## src/rtl/renas_package.sv

```systemverilog
// renas_package
// Purpose: request operation type and RV32I opcode constants for inst_encoder.
// Contents: enc_op_e (4-bit request operation), OPC_* major opcodes, NOP word.
package renas_package;

  typedef enum logic [3:0] {
    OP_LUI    = 4'd0,
    OP_AUIPC  = 4'd1,
    OP_JAL    = 4'd2,
    OP_JALR   = 4'd3,
    OP_BRANCH = 4'd4,
    OP_LOAD   = 4'd5,
    OP_STORE  = 4'd6,
    OP_OPIMM  = 4'd7,
    OP_OP     = 4'd8,
    OP_LI     = 4'd9,
    OP_NOP    = 4'd10
  } enc_op_e;

  localparam logic [6:0] OPC_LUI    = 7'h37;
  localparam logic [6:0] OPC_AUIPC  = 7'h17;
  localparam logic [6:0] OPC_JAL    = 7'h6F;
  localparam logic [6:0] OPC_JALR   = 7'h67;
  localparam logic [6:0] OPC_BRANCH = 7'h63;
  localparam logic [6:0] OPC_LOAD   = 7'h03;
  localparam logic [6:0] OPC_STORE  = 7'h23;
  localparam logic [6:0] OPC_OPIMM  = 7'h13;
  localparam logic [6:0] OPC_OP     = 7'h33;

  localparam logic [31:0] NOP_WORD  = 32'h0000_0013;

endpackage : renas_package

```

## src/rtl/renas_user_parameters.sv

```systemverilog
// renas_user_parameters
// Purpose: user-tunable global constants shared by the RENAS encoder blocks.
// Contents: INST_LENGTH, the width of one encoded instruction word.
package renas_user_parameters;

  localparam int INST_LENGTH = 32;

endpackage : renas_user_parameters

```

## src/rtl/inst_fifo.sv

```systemverilog
// inst_fifo
// Purpose: first-word-fall-through buffer for encoded instruction words.
// Ports:
//   clk, rst           clock, synchronous active-high reset (empties buffer)
//   push, wr_data      write one word (ignored while full)
//   pop                remove head (ignored while empty)
//   rd_valid, rd_data  head valid / head word (zero when empty)
//   full               buffer holds FIFO_DEPTH words
module inst_fifo #(
  parameter int FIFO_DEPTH = 4,
  parameter int DATA_W     = 32
) (
  input  logic              clk,
  input  logic              rst,
  input  logic              push,
  input  logic [DATA_W-1:0] wr_data,
  input  logic              pop,
  output logic              rd_valid,
  output logic [DATA_W-1:0] rd_data,
  output logic              full
);

  localparam int PW = $clog2(FIFO_DEPTH);
  localparam int CW = $clog2(FIFO_DEPTH) + 1;

  logic [DATA_W-1:0] mem_q [FIFO_DEPTH];
  logic [PW-1:0]     wr_ptr_q, rd_ptr_q;
  logic [CW-1:0]     count_q;
  logic              do_push, do_pop;

  assign full     = (count_q == CW'(FIFO_DEPTH));
  assign rd_valid = (count_q != '0);
  assign do_push  = push && !full;
  assign do_pop   = pop && rd_valid;
  // Empty buffer shows zero so the output is clean out of reset.
  assign rd_data  = rd_valid ? mem_q[rd_ptr_q] : '0;

  // Depth is a power of two, so pointers wrap by natural overflow.
  always_ff @(posedge clk) begin
    if (rst) begin
      wr_ptr_q <= '0;
      rd_ptr_q <= '0;
      count_q  <= '0;
    end else begin
      if (do_push) wr_ptr_q <= wr_ptr_q + PW'(1);
      if (do_pop)  rd_ptr_q <= rd_ptr_q + PW'(1);
      if (do_push && !do_pop)      count_q <= count_q + CW'(1);
      else if (do_pop && !do_push) count_q <= count_q - CW'(1);
    end
  end

  always_ff @(posedge clk) begin
    if (do_push) mem_q[wr_ptr_q] <= wr_data;
  end

endmodule : inst_fifo

```

## src/rtl/inst_encoder.sv

```systemverilog
// inst_encoder
// Purpose: turns operation requests into RV32I instruction words and queues
//   them. LI with a large immediate expands into LUI followed by ADDI.
// Ports:
//   clk, rst                      clock, synchronous active-high reset
//   req_valid / req_ready         request handshake
//   req_op, req_funct3, req_alt   operation, funct3, bit-30 select (SUB/SRA/SRAI)
//   req_rd, req_rs1, req_rs2      register indices
//   req_imm                       full immediate value (not pre-shifted)
//   inst_valid / inst_ready       output word handshake
//   inst_data                     encoded word at the buffer head
//   enc_err                       one-cycle pulse for a rejected request
// Build option: RENAS_ENC_CHECK_EN enables legality checks; rejected requests
//   are accepted but dropped and enc_err pulses. Without it immediates are
//   truncated to their fields and enc_err stays 0.
module inst_encoder
  import renas_package::*;
  import renas_user_parameters::*;
#(
  parameter int FIFO_DEPTH = 4
) (
  input  logic                   clk,
  input  logic                   rst,
  input  logic                   req_valid,
  output logic                   req_ready,
  input  enc_op_e                req_op,
  input  logic [2:0]             req_funct3,
  input  logic                   req_alt,
  input  logic [4:0]             req_rd,
  input  logic [4:0]             req_rs1,
  input  logic [4:0]             req_rs2,
  input  logic [31:0]            req_imm,
  output logic                   inst_valid,
  input  logic                   inst_ready,
  output logic [INST_LENGTH-1:0] inst_data,
  output logic                   enc_err
);

  typedef enum logic {ST_IDLE, ST_EXPAND} state_e;

  state_e                 state_q, state_d;
  logic [4:0]             li_rd_q, li_rd_d;
  logic [11:0]            li_lo_q, li_lo_d;
  logic                   enc_err_q, enc_err_d;

  logic [INST_LENGTH-1:0] enc_word, push_data;
  logic                   enc_bad, push, fifo_full, accept;
  logic                   li_small, is_shift;
  logic [19:0]            li_upper;

  assign req_ready = !rst && (state_q == ST_IDLE) && !fifo_full;
  assign accept    = req_valid && req_ready;
  assign enc_err   = enc_err_q;

  // Immediate fits a sign-extended 12-bit field.
  assign li_small  = (&req_imm[31:11]) || !(|req_imm[31:11]);
  // ADDI sign-extends its 12 bits, so bump the upper part when bit 11 is set.
  assign li_upper  = req_imm[31:12] + {19'd0, req_imm[11]};
  assign is_shift  = (req_funct3 == 3'd1) || (req_funct3 == 3'd5);

  // Word encoder
  always_comb begin
    enc_word = '0;
    case (req_op)
      OP_LUI:    enc_word = {req_imm[31:12], req_rd, OPC_LUI};
      OP_AUIPC:  enc_word = {req_imm[31:12], req_rd, OPC_AUIPC};
      OP_JAL:    enc_word = {req_imm[20], req_imm[10:1], req_imm[11],
                             req_imm[19:12], req_rd, OPC_JAL};
      OP_JALR:   enc_word = {req_imm[11:0], req_rs1, 3'b000, req_rd, OPC_JALR};
      OP_BRANCH: enc_word = {req_imm[12], req_imm[10:5], req_rs2, req_rs1,
                             req_funct3, req_imm[4:1], req_imm[11], OPC_BRANCH};
      OP_LOAD:   enc_word = {req_imm[11:0], req_rs1, req_funct3, req_rd, OPC_LOAD};
      OP_STORE:  enc_word = {req_imm[11:5], req_rs2, req_rs1, req_funct3,
                             req_imm[4:0], OPC_STORE};
      OP_OPIMM:  enc_word = is_shift
                   ? {1'b0, req_alt, 5'd0, req_imm[4:0], req_rs1, req_funct3, req_rd, OPC_OPIMM}
                   : {req_imm[11:0], req_rs1, req_funct3, req_rd, OPC_OPIMM};
      OP_OP:     enc_word = {1'b0, req_alt, 5'd0, req_rs2, req_rs1, req_funct3,
                             req_rd, OPC_OP};
      OP_LI:     enc_word = li_small
                   ? {req_imm[11:0], 5'd0, 3'b000, req_rd, OPC_OPIMM}
                   : {li_upper, req_rd, OPC_LUI};
      OP_NOP:    enc_word = NOP_WORD;
      default:   enc_word = NOP_WORD;
    endcase
  end

  // Legality checks
`ifdef RENAS_ENC_CHECK_EN
  logic i_ok, b_ok, j_ok, u_ok, shamt_ok;
  assign i_ok     = li_small;
  assign b_ok     = ((&req_imm[31:12]) || !(|req_imm[31:12])) && !req_imm[0];
  assign j_ok     = ((&req_imm[31:20]) || !(|req_imm[31:20])) && !req_imm[0];
  assign u_ok     = (req_imm[11:0] == 12'd0);
  assign shamt_ok = (req_imm[31:5] == 27'd0);

  always_comb begin
    enc_bad = 1'b0;
    case (req_op)
      OP_LUI, OP_AUIPC: enc_bad = !u_ok;
      OP_JAL:           enc_bad = !j_ok;
      OP_JALR:          enc_bad = !i_ok;
      OP_BRANCH:        enc_bad = !b_ok || (req_funct3 == 3'd2) || (req_funct3 == 3'd3);
      OP_LOAD:          enc_bad = !i_ok || (req_funct3 == 3'd3) || (req_funct3 == 3'd6)
                                  || (req_funct3 == 3'd7);
      OP_STORE:         enc_bad = !i_ok || (req_funct3 > 3'd2);
      OP_OPIMM:         enc_bad = is_shift ? !shamt_ok : !i_ok;
      default:          enc_bad = 1'b0;
    endcase
  end
`else
  assign enc_bad = 1'b0;
`endif

  // Control FSM
  always_comb begin
    state_d   = state_q;
    li_rd_d   = li_rd_q;
    li_lo_d   = li_lo_q;
    enc_err_d = 1'b0;
    push      = 1'b0;
    push_data = enc_word;
    case (state_q)
      ST_IDLE: begin
        if (accept) begin
          if (enc_bad) begin
            enc_err_d = 1'b1;
          end else begin
            push = 1'b1;
            // A zero low part means the LUI alone is exact.
            if (req_op == OP_LI && !li_small && req_imm[11:0] != 12'd0) begin
              state_d = ST_EXPAND;
              li_rd_d = req_rd;
              li_lo_d = req_imm[11:0];
            end
          end
        end
      end
      ST_EXPAND: begin
        if (!fifo_full) begin
          push      = 1'b1;
          push_data = {li_lo_q, li_rd_q, 3'b000, li_rd_q, OPC_OPIMM};
          state_d   = ST_IDLE;
        end
      end
      default: state_d = ST_IDLE;
    endcase
  end

  always_ff @(posedge clk) begin
    if (rst) begin
      state_q   <= ST_IDLE;
      li_rd_q   <= '0;
      li_lo_q   <= '0;
      enc_err_q <= 1'b0;
    end else begin
      state_q   <= state_d;
      li_rd_q   <= li_rd_d;
      li_lo_q   <= li_lo_d;
      enc_err_q <= enc_err_d;
    end
  end

  inst_fifo #(
    .FIFO_DEPTH (FIFO_DEPTH),
    .DATA_W     (INST_LENGTH)
  ) u_fifo (
    .clk      (clk),
    .rst      (rst),
    .push     (push),
    .wr_data  (push_data),
    .pop      (inst_valid && inst_ready),
    .rd_valid (inst_valid),
    .rd_data  (inst_data),
    .full     (fifo_full)
  );

endmodule : inst_encoder

```

## config.mk

```make
export PLATFORM = sky130hd
export DESIGN_NAME = inst_encoder
export DESIGN_NICKNAME = d
export VERILOG_FILES = /design/src/rtl/renas_package.sv /design/src/rtl/renas_user_parameters.sv /design/src/rtl/inst_fifo.sv /design/src/rtl/inst_encoder.sv
export SDC_FILE = /design/constraint.sdc
export NUM_CORES = 1
export LEC_CHECK = 0
export BUFFER_PORTS_ARGS = -buffer_cell sky130_fd_sc_hd__clkbuf_2
export CAP_MARGIN = 20
export CELL_PAD_IN_SITES_DETAIL_PLACEMENT = 0
export CELL_PAD_IN_SITES_GLOBAL_PLACEMENT = 1
export CORE_ASPECT_RATIO = 0.8
export CORE_MARGIN = 2
export CORE_UTILIZATION = 35
export DETAILED_ROUTE_END_ITERATION = 10
export GPL_ROUTABILITY_DRIVEN = 1
export PLACE_DENSITY = 0.67
export SYNTH_ARGS = -nofsm -noshare
export SYNTH_HDL_FRONTEND = slang
export SYNTH_SLANG_ARGS = --single-unit
export TNS_END_PERCENT = 10
```

## constraint.sdc

```tcl
create_clock -name clk -period 2.3 [get_ports clk]
set_input_delay 0.115 -clock clk [delete_from_list [all_inputs] [get_ports clk]]
set_output_delay 0.115 -clock clk [all_outputs]
set_load 0.02 [all_outputs]
```

==> impl_results.html <==
<table>
<tr><th>Metric</th><th>Value</th></tr>
<tr><th colspan="2">Floorplanning</th></tr>
<tr><td>Height of the die</td><td>133 um</td></tr>
<tr><td>Die outline area</td><td>21900 um^2</td></tr>
<tr><td>Floorplan core area</td><td>around 20000 um^2</td></tr>
<tr><td>X dimension of the die</td><td>165 um</td></tr>
<tr><td>Rows</td><td>between 40 and 50</td></tr>
<tr><td>Initial Util</td><td>35.4%</td></tr>
<tr><td>Top-Level Pins</td><td>between 90 and 100</td></tr>
<tr><th colspan="2">Synthesis</th></tr>
<tr><td>Mean area per synthesized cell</td><td>12.8 um^2</td></tr>
<tr><td>Nets in the synthesized netlist</td><td>around 630</td></tr>
<tr><td>Prevailing post-synth register cell</td><td>edfxtp_1</td></tr>
<tr><td>Cell Area, Synth</td><td>7240 um^2</td></tr>
<tr><td>Yosys cell types</td><td>a little over 60</td></tr>
<tr><td>Leading post-synthesis cells by instance count</td><td>120 x edfxtp_1, 44 x nor2_1, 42 x nand2_1</td></tr>
<tr><td>Largest area contributor in the synthesized netlist</td><td>edfxtp_1</td></tr>
<tr><td>EDFF count, synth</td><td>120</td></tr>
<tr><td>Leading cell types by total area after synthesis</td><td>edfxtp_1 50%, mux4_2 9.3%, dfxtp_1 7.5%, and2_1 3.1%, mux2i_1 2.9%</td></tr>
<tr><td>Number of instances in the synthesized netlist</td><td>564</td></tr>
<tr><td>Warning count from the yosys run</td><td>0</td></tr>
<tr><td>Seq cells post-synth</td><td>147</td></tr>
<tr><td>Sequential fraction of the synthesis area</td><td>57.2%</td></tr>
<tr><td>Share of async-settable or async-resettable flops after synthesis</td><td>0%</td></tr>
<tr><td>Count leader, synth</td><td>edfxtp_1</td></tr>
<tr><td>Yosys top cell area share</td><td>49.8%</td></tr>
<tr><th colspan="2">STA</th></tr>
<tr><td>Period minus WS final</td><td>2170 ps</td></tr>
<tr><td>Setup-violating endpoint count in the final report</td><td>0</td></tr>
<tr><td>Minimum hold slack</td><td>35.3 ps</td></tr>
<tr><td>Pin slew with the least headroom to its limit</td><td>roughly 870 ps</td></tr>
<tr><td>RSZ-0062 raised after global routing</td><td>false</td></tr>
<tr><td>Skew final</td><td>between 15 and 20 ps</td></tr>
<tr><td>Maximum clock frequency</td><td>461 MHz</td></tr>
<tr><td>Setup total negative slack</td><td>0 ps</td></tr>
<tr><td>Post-route worst setup slack</td><td>129 ps</td></tr>
<tr><td>Share of the clock period used by the worst path</td><td>94.4%</td></tr>
<tr><td>Max-slew violation count</td><td>0</td></tr>
<tr><td>Final hold violations</td><td>0</td></tr>
<tr><td>Slew Limit Headroom</td><td>41.6%</td></tr>
<tr><th colspan="2">Setup path</th></tr>
<tr><td>Worst Setup Start Kind</td><td>flip-flop</td></tr>
<tr><td>Source of the worst register-to-register timing path</td><td>u_fifo.count_q[1]</td></tr>
<tr><td>Crit path max fanout</td><td>6</td></tr>
<tr><td>Sequence of cells on the critical path</td><td>or3b_1 &gt; and2_4 &gt; a21o_1 &gt; ha_2 &gt; inv_1 &gt; fa_1 &gt; xor2_1 &gt; or3_1 &gt; a21oi_1</td></tr>
<tr><td>Buf+Inv Stages, Crit Path</td><td>1</td></tr>
<tr><td>Crit path DAT</td><td>2530 ps</td></tr>
<tr><td>Largest stage delay on the critical path</td><td>380 ps</td></tr>
<tr><td>Start-to-end type of the worst setup path</td><td>flip-flop to flip-flop</td></tr>
<tr><td>Family with the most delay on the worst path</td><td>simple AND/OR/NAND/NOR gates</td></tr>
<tr><td>CP Capture Type</td><td>flip-flop</td></tr>
<tr><td>Standard cell with the maximum stage delay on the critical path</td><td>dfxtp_1</td></tr>
<tr><td>Start point of the critical path</td><td>u_fifo.count_q[1]</td></tr>
<tr><td>Worst Path Required</td><td>2660 ps</td></tr>
<tr><th colspan="2">Layout</th></tr>
<tr><td>Fraction of final layout cells sized beyond drive strength 1</td><td>29.8%</td></tr>
<tr><td>Syn-to-layout area delta</td><td>22.2%</td></tr>
<tr><td>ANT cells</td><td>0</td></tr>
<tr><td>Layout Nets</td><td>753</td></tr>
<tr><th colspan="2">GRT</th></tr>
<tr><td>Total gr overflow</td><td>0</td></tr>
<tr><td>Initial antenna violation count</td><td>0</td></tr>
<tr><td>GR Util All Layers</td><td>between 15 and 20%</td></tr>
<tr><td>Global-route wire length before repair</td><td>31000 um</td></tr>
<tr><td>Pin count of the biggest net entering global routing</td><td>35</td></tr>
<tr><td>Vias in the first global route</td><td>around 5300</td></tr>
<tr><th colspan="2">Placed design</th></tr>
<tr><td>Detail Placement HPWL</td><td>between 10000 and 15000 um</td></tr>
<tr><td>Post-placement setup slack</td><td>-1.94 ps</td></tr>
<tr><td>PortBufs</td><td>92</td></tr>
<tr><td>Gpl congestion</td><td>0.966</td></tr>
<tr><th colspan="2">Power and ir drop</th></tr>
<tr><td>Share of total power in combinational logic</td><td>31.9%</td></tr>
<tr><td>Internal Pwr Total</td><td>between 5 and 6 mW</td></tr>
<tr><td>Switching part of the total</td><td>32.7%</td></tr>
<tr><td>Cell area power density</td><td>952 nW/um^2</td></tr>
<tr><td>Leakage power</td><td>3.20 nW</td></tr>
<tr><td>Maximum resistive drop on vdd</td><td>roughly 0.53 mV</td></tr>
<tr><td>Clock share of power</td><td>31.0%</td></tr>
<tr><td>Switching power summed over all nets</td><td>~2.8 mW</td></tr>
<tr><td>Portion of total power attributed to sequential cells</td><td>37.1%</td></tr>
<tr><th colspan="2">Routing</th></tr>
<tr><td>Sum of routed wire length over all layers</td><td>20300 um</td></tr>
<tr><td>Vias per Instance</td><td>5.42</td></tr>
<tr><td>Final antenna-violating net count</td><td>0</td></tr>
<tr><td>Routed wire length per instance</td><td>about 21 um</td></tr>
<tr><td>Total via count after detailed routing</td><td>5240</td></tr>
<tr><td>Number of remaining DRC errors</td><td>0</td></tr>
<tr><td>Detailed router's first-iteration violation count</td><td>697</td></tr>
<tr><td>Total iterations of the first detailed-routing run</td><td>6</td></tr>
<tr><th colspan="2">Clock network</th></tr>
<tr><td>Clock latency on the worst-skew pair</td><td>between 400 and 500 ps</td></tr>
<tr><td>Number of H-tree levels</td><td>4</td></tr>
<tr><td>CTS sink count</td><td>~150</td></tr>
<tr><td>Clock tree from TritonCTS</td><td>built</td></tr>
<tr><td>Clk pin slew, worst setup/hold paths</td><td>60 ps</td></tr>
<tr><td>TritonCTS Buffers</td><td>17</td></tr>
<tr><td>CTS Root Buffer Type</td><td>clkbuf_16</td></tr>
<tr><td>Clock tree buffer depth</td><td>2</td></tr>
<tr><th colspan="2">Outcome</th></tr>
<tr><td>Result of the run</td><td>completed</td></tr>
<tr><th colspan="2">Job</th></tr>
<tr><td>Max-Cap Viols</td><td>0</td></tr>
<tr><th colspan="2">Hold path</th></tr>
<tr><td>Hold crit path type</td><td>input port to flip-flop</td></tr>
<tr><td>Min-delay src</td><td>req_imm[10]</td></tr>
</table>
metrics by stage:
stage / instances / util [%] / power (mW) / cell area, um^2
5_1_grt: 967 / 43.2 / 8.84 / 8850
3_5_place_dp: 928 / 40.1 / 5.90 / 8210
4_1_cts: 967 / 43.2 / 8.54 / 8830
6_report: 967 / 43.2 / 8.42 / 8850
3_3_place_gp: 928 / 40.1 / 5.87 / 8210
2_1_floorplan: 564 / - / 5.00 / 7250
worst paths after layout:
path,depth (start not counted),end,slack [ps]
max reg2reg,9,u_fifo.count_q[2],130
max,9,u_fifo.count_q[2],130
min,3,li_lo_q[10],40
min reg2reg,2,li_lo_q[0],480
layout by cell type (no fill, tap or decap), types with 3 or more instances in the layout:
cell type	Yosys	routed
dfxtp_1	27	26
a211oi_1	3	3
clkbuf_2	0	92
o221ai_1	4	3
nand4_1	8	8
nor2_1	44	44
inv_4	0	4
a221oi_1	4	4
dlygate4sd3_1	0	6
a21oi_1	20	20
buf_12	1	6
xnor2_1	6	6
nand3_1	17	17
mux4_2	30	30
buf_4	3	33
xor2_1	17	17
nor4_1	9	9
nor3_1	3	3
nand2_1	42	42
and2_1	36	34
mux2i_1	21	21
o211ai_1	3	3
o22ai_1	7	7
o21ai_0	21	21
nand2b_1	6	6
a22oi_1	17	17
edfxtp_1	120	120
inv_1	10	10
and3_1	6	6
clkbuf_1	17	3
ha_1	8	7
clkbuf_16	0	19
cells by family (layout without fill, tap and decap cells):
kind of cell	count (synthesis)	after routing	share of synthesized area, %
AO/OA/AOI/OAI	95	95	8.62
XOR/XNOR	23	23	2.78
adder cells (fa/ha/maj)	9	9	1.66
buffers and inverters	45	179	3.16
flip-flops	147	147	57.2
multiplexers	51	51	12.2
other	1	1	0.0518
AND/OR/NAND/NOR	193	193	14.2
power groups by stage:
stage,clock (mW),sequential [mW],combinational [mW]
finish,2.61,3.13,2.69
global route,2.77,3.14,2.94
CTS,2.66,3.13,2.74
detailed placement,0,3.18,2.72
global placement,0,3.17,2.69
floorplan,0,3.17,1.83
state kept, by name, indices dropped and copies added, names as in the netlist, named ones only:
register and flops:
state_q 1, u_fifo.count_q 3, li_lo_q 12, li_rd_q 5, u_fifo.mem_q 120, u_fifo.wr_ptr_q 2
u_fifo.rd_ptr_q 2
worst register-to-register path: stages, from the launching register on:
cell     delay (ps)
dfxtp_1         380
or3b_1          180
and2_4          210
a21o_1          130
ha_2            190
inv_1            50
fa_1            370
xor2_1          160
or3_1           310
a21oi_1         140
area by class of cell:
cell class	count	area, um^2
Tap cell	269	337
Sequential cell	147	4150
Clock inverter	10	68.8
Multi-Input combinational cell	372	2890
Timing Repair Buffer	137	888
Inverter	10	37.5
Clock buffer	22	487
Fill cell	1883	11600
per-layer routing:
metal | routed length [um] | vias to the layer above | GRT usage [%]
met1 | 9190 | 2639 | 27.3
met4 | 337 | 0 | 5.36
met2 | 9470 | 182 | 29.9
li1 | - | 2397 | -
met3 | 1300 | 22 | 4.36
met5 | 0 | - | 0
timing repair:
| action | CTS | global route |
|---|---|---|
| hold buffers | 6 | 0 |
| pin swaps | 1 | 1 |
| endpoints found under the hold margin | 6 | 0 |
| setup endpoints to repair | 5 | 30 |
| buffers inserted | 1 | 0 |
| resized for setup | 1 | 3 |
No activity file was read; power rests on OpenSTA's default activity.
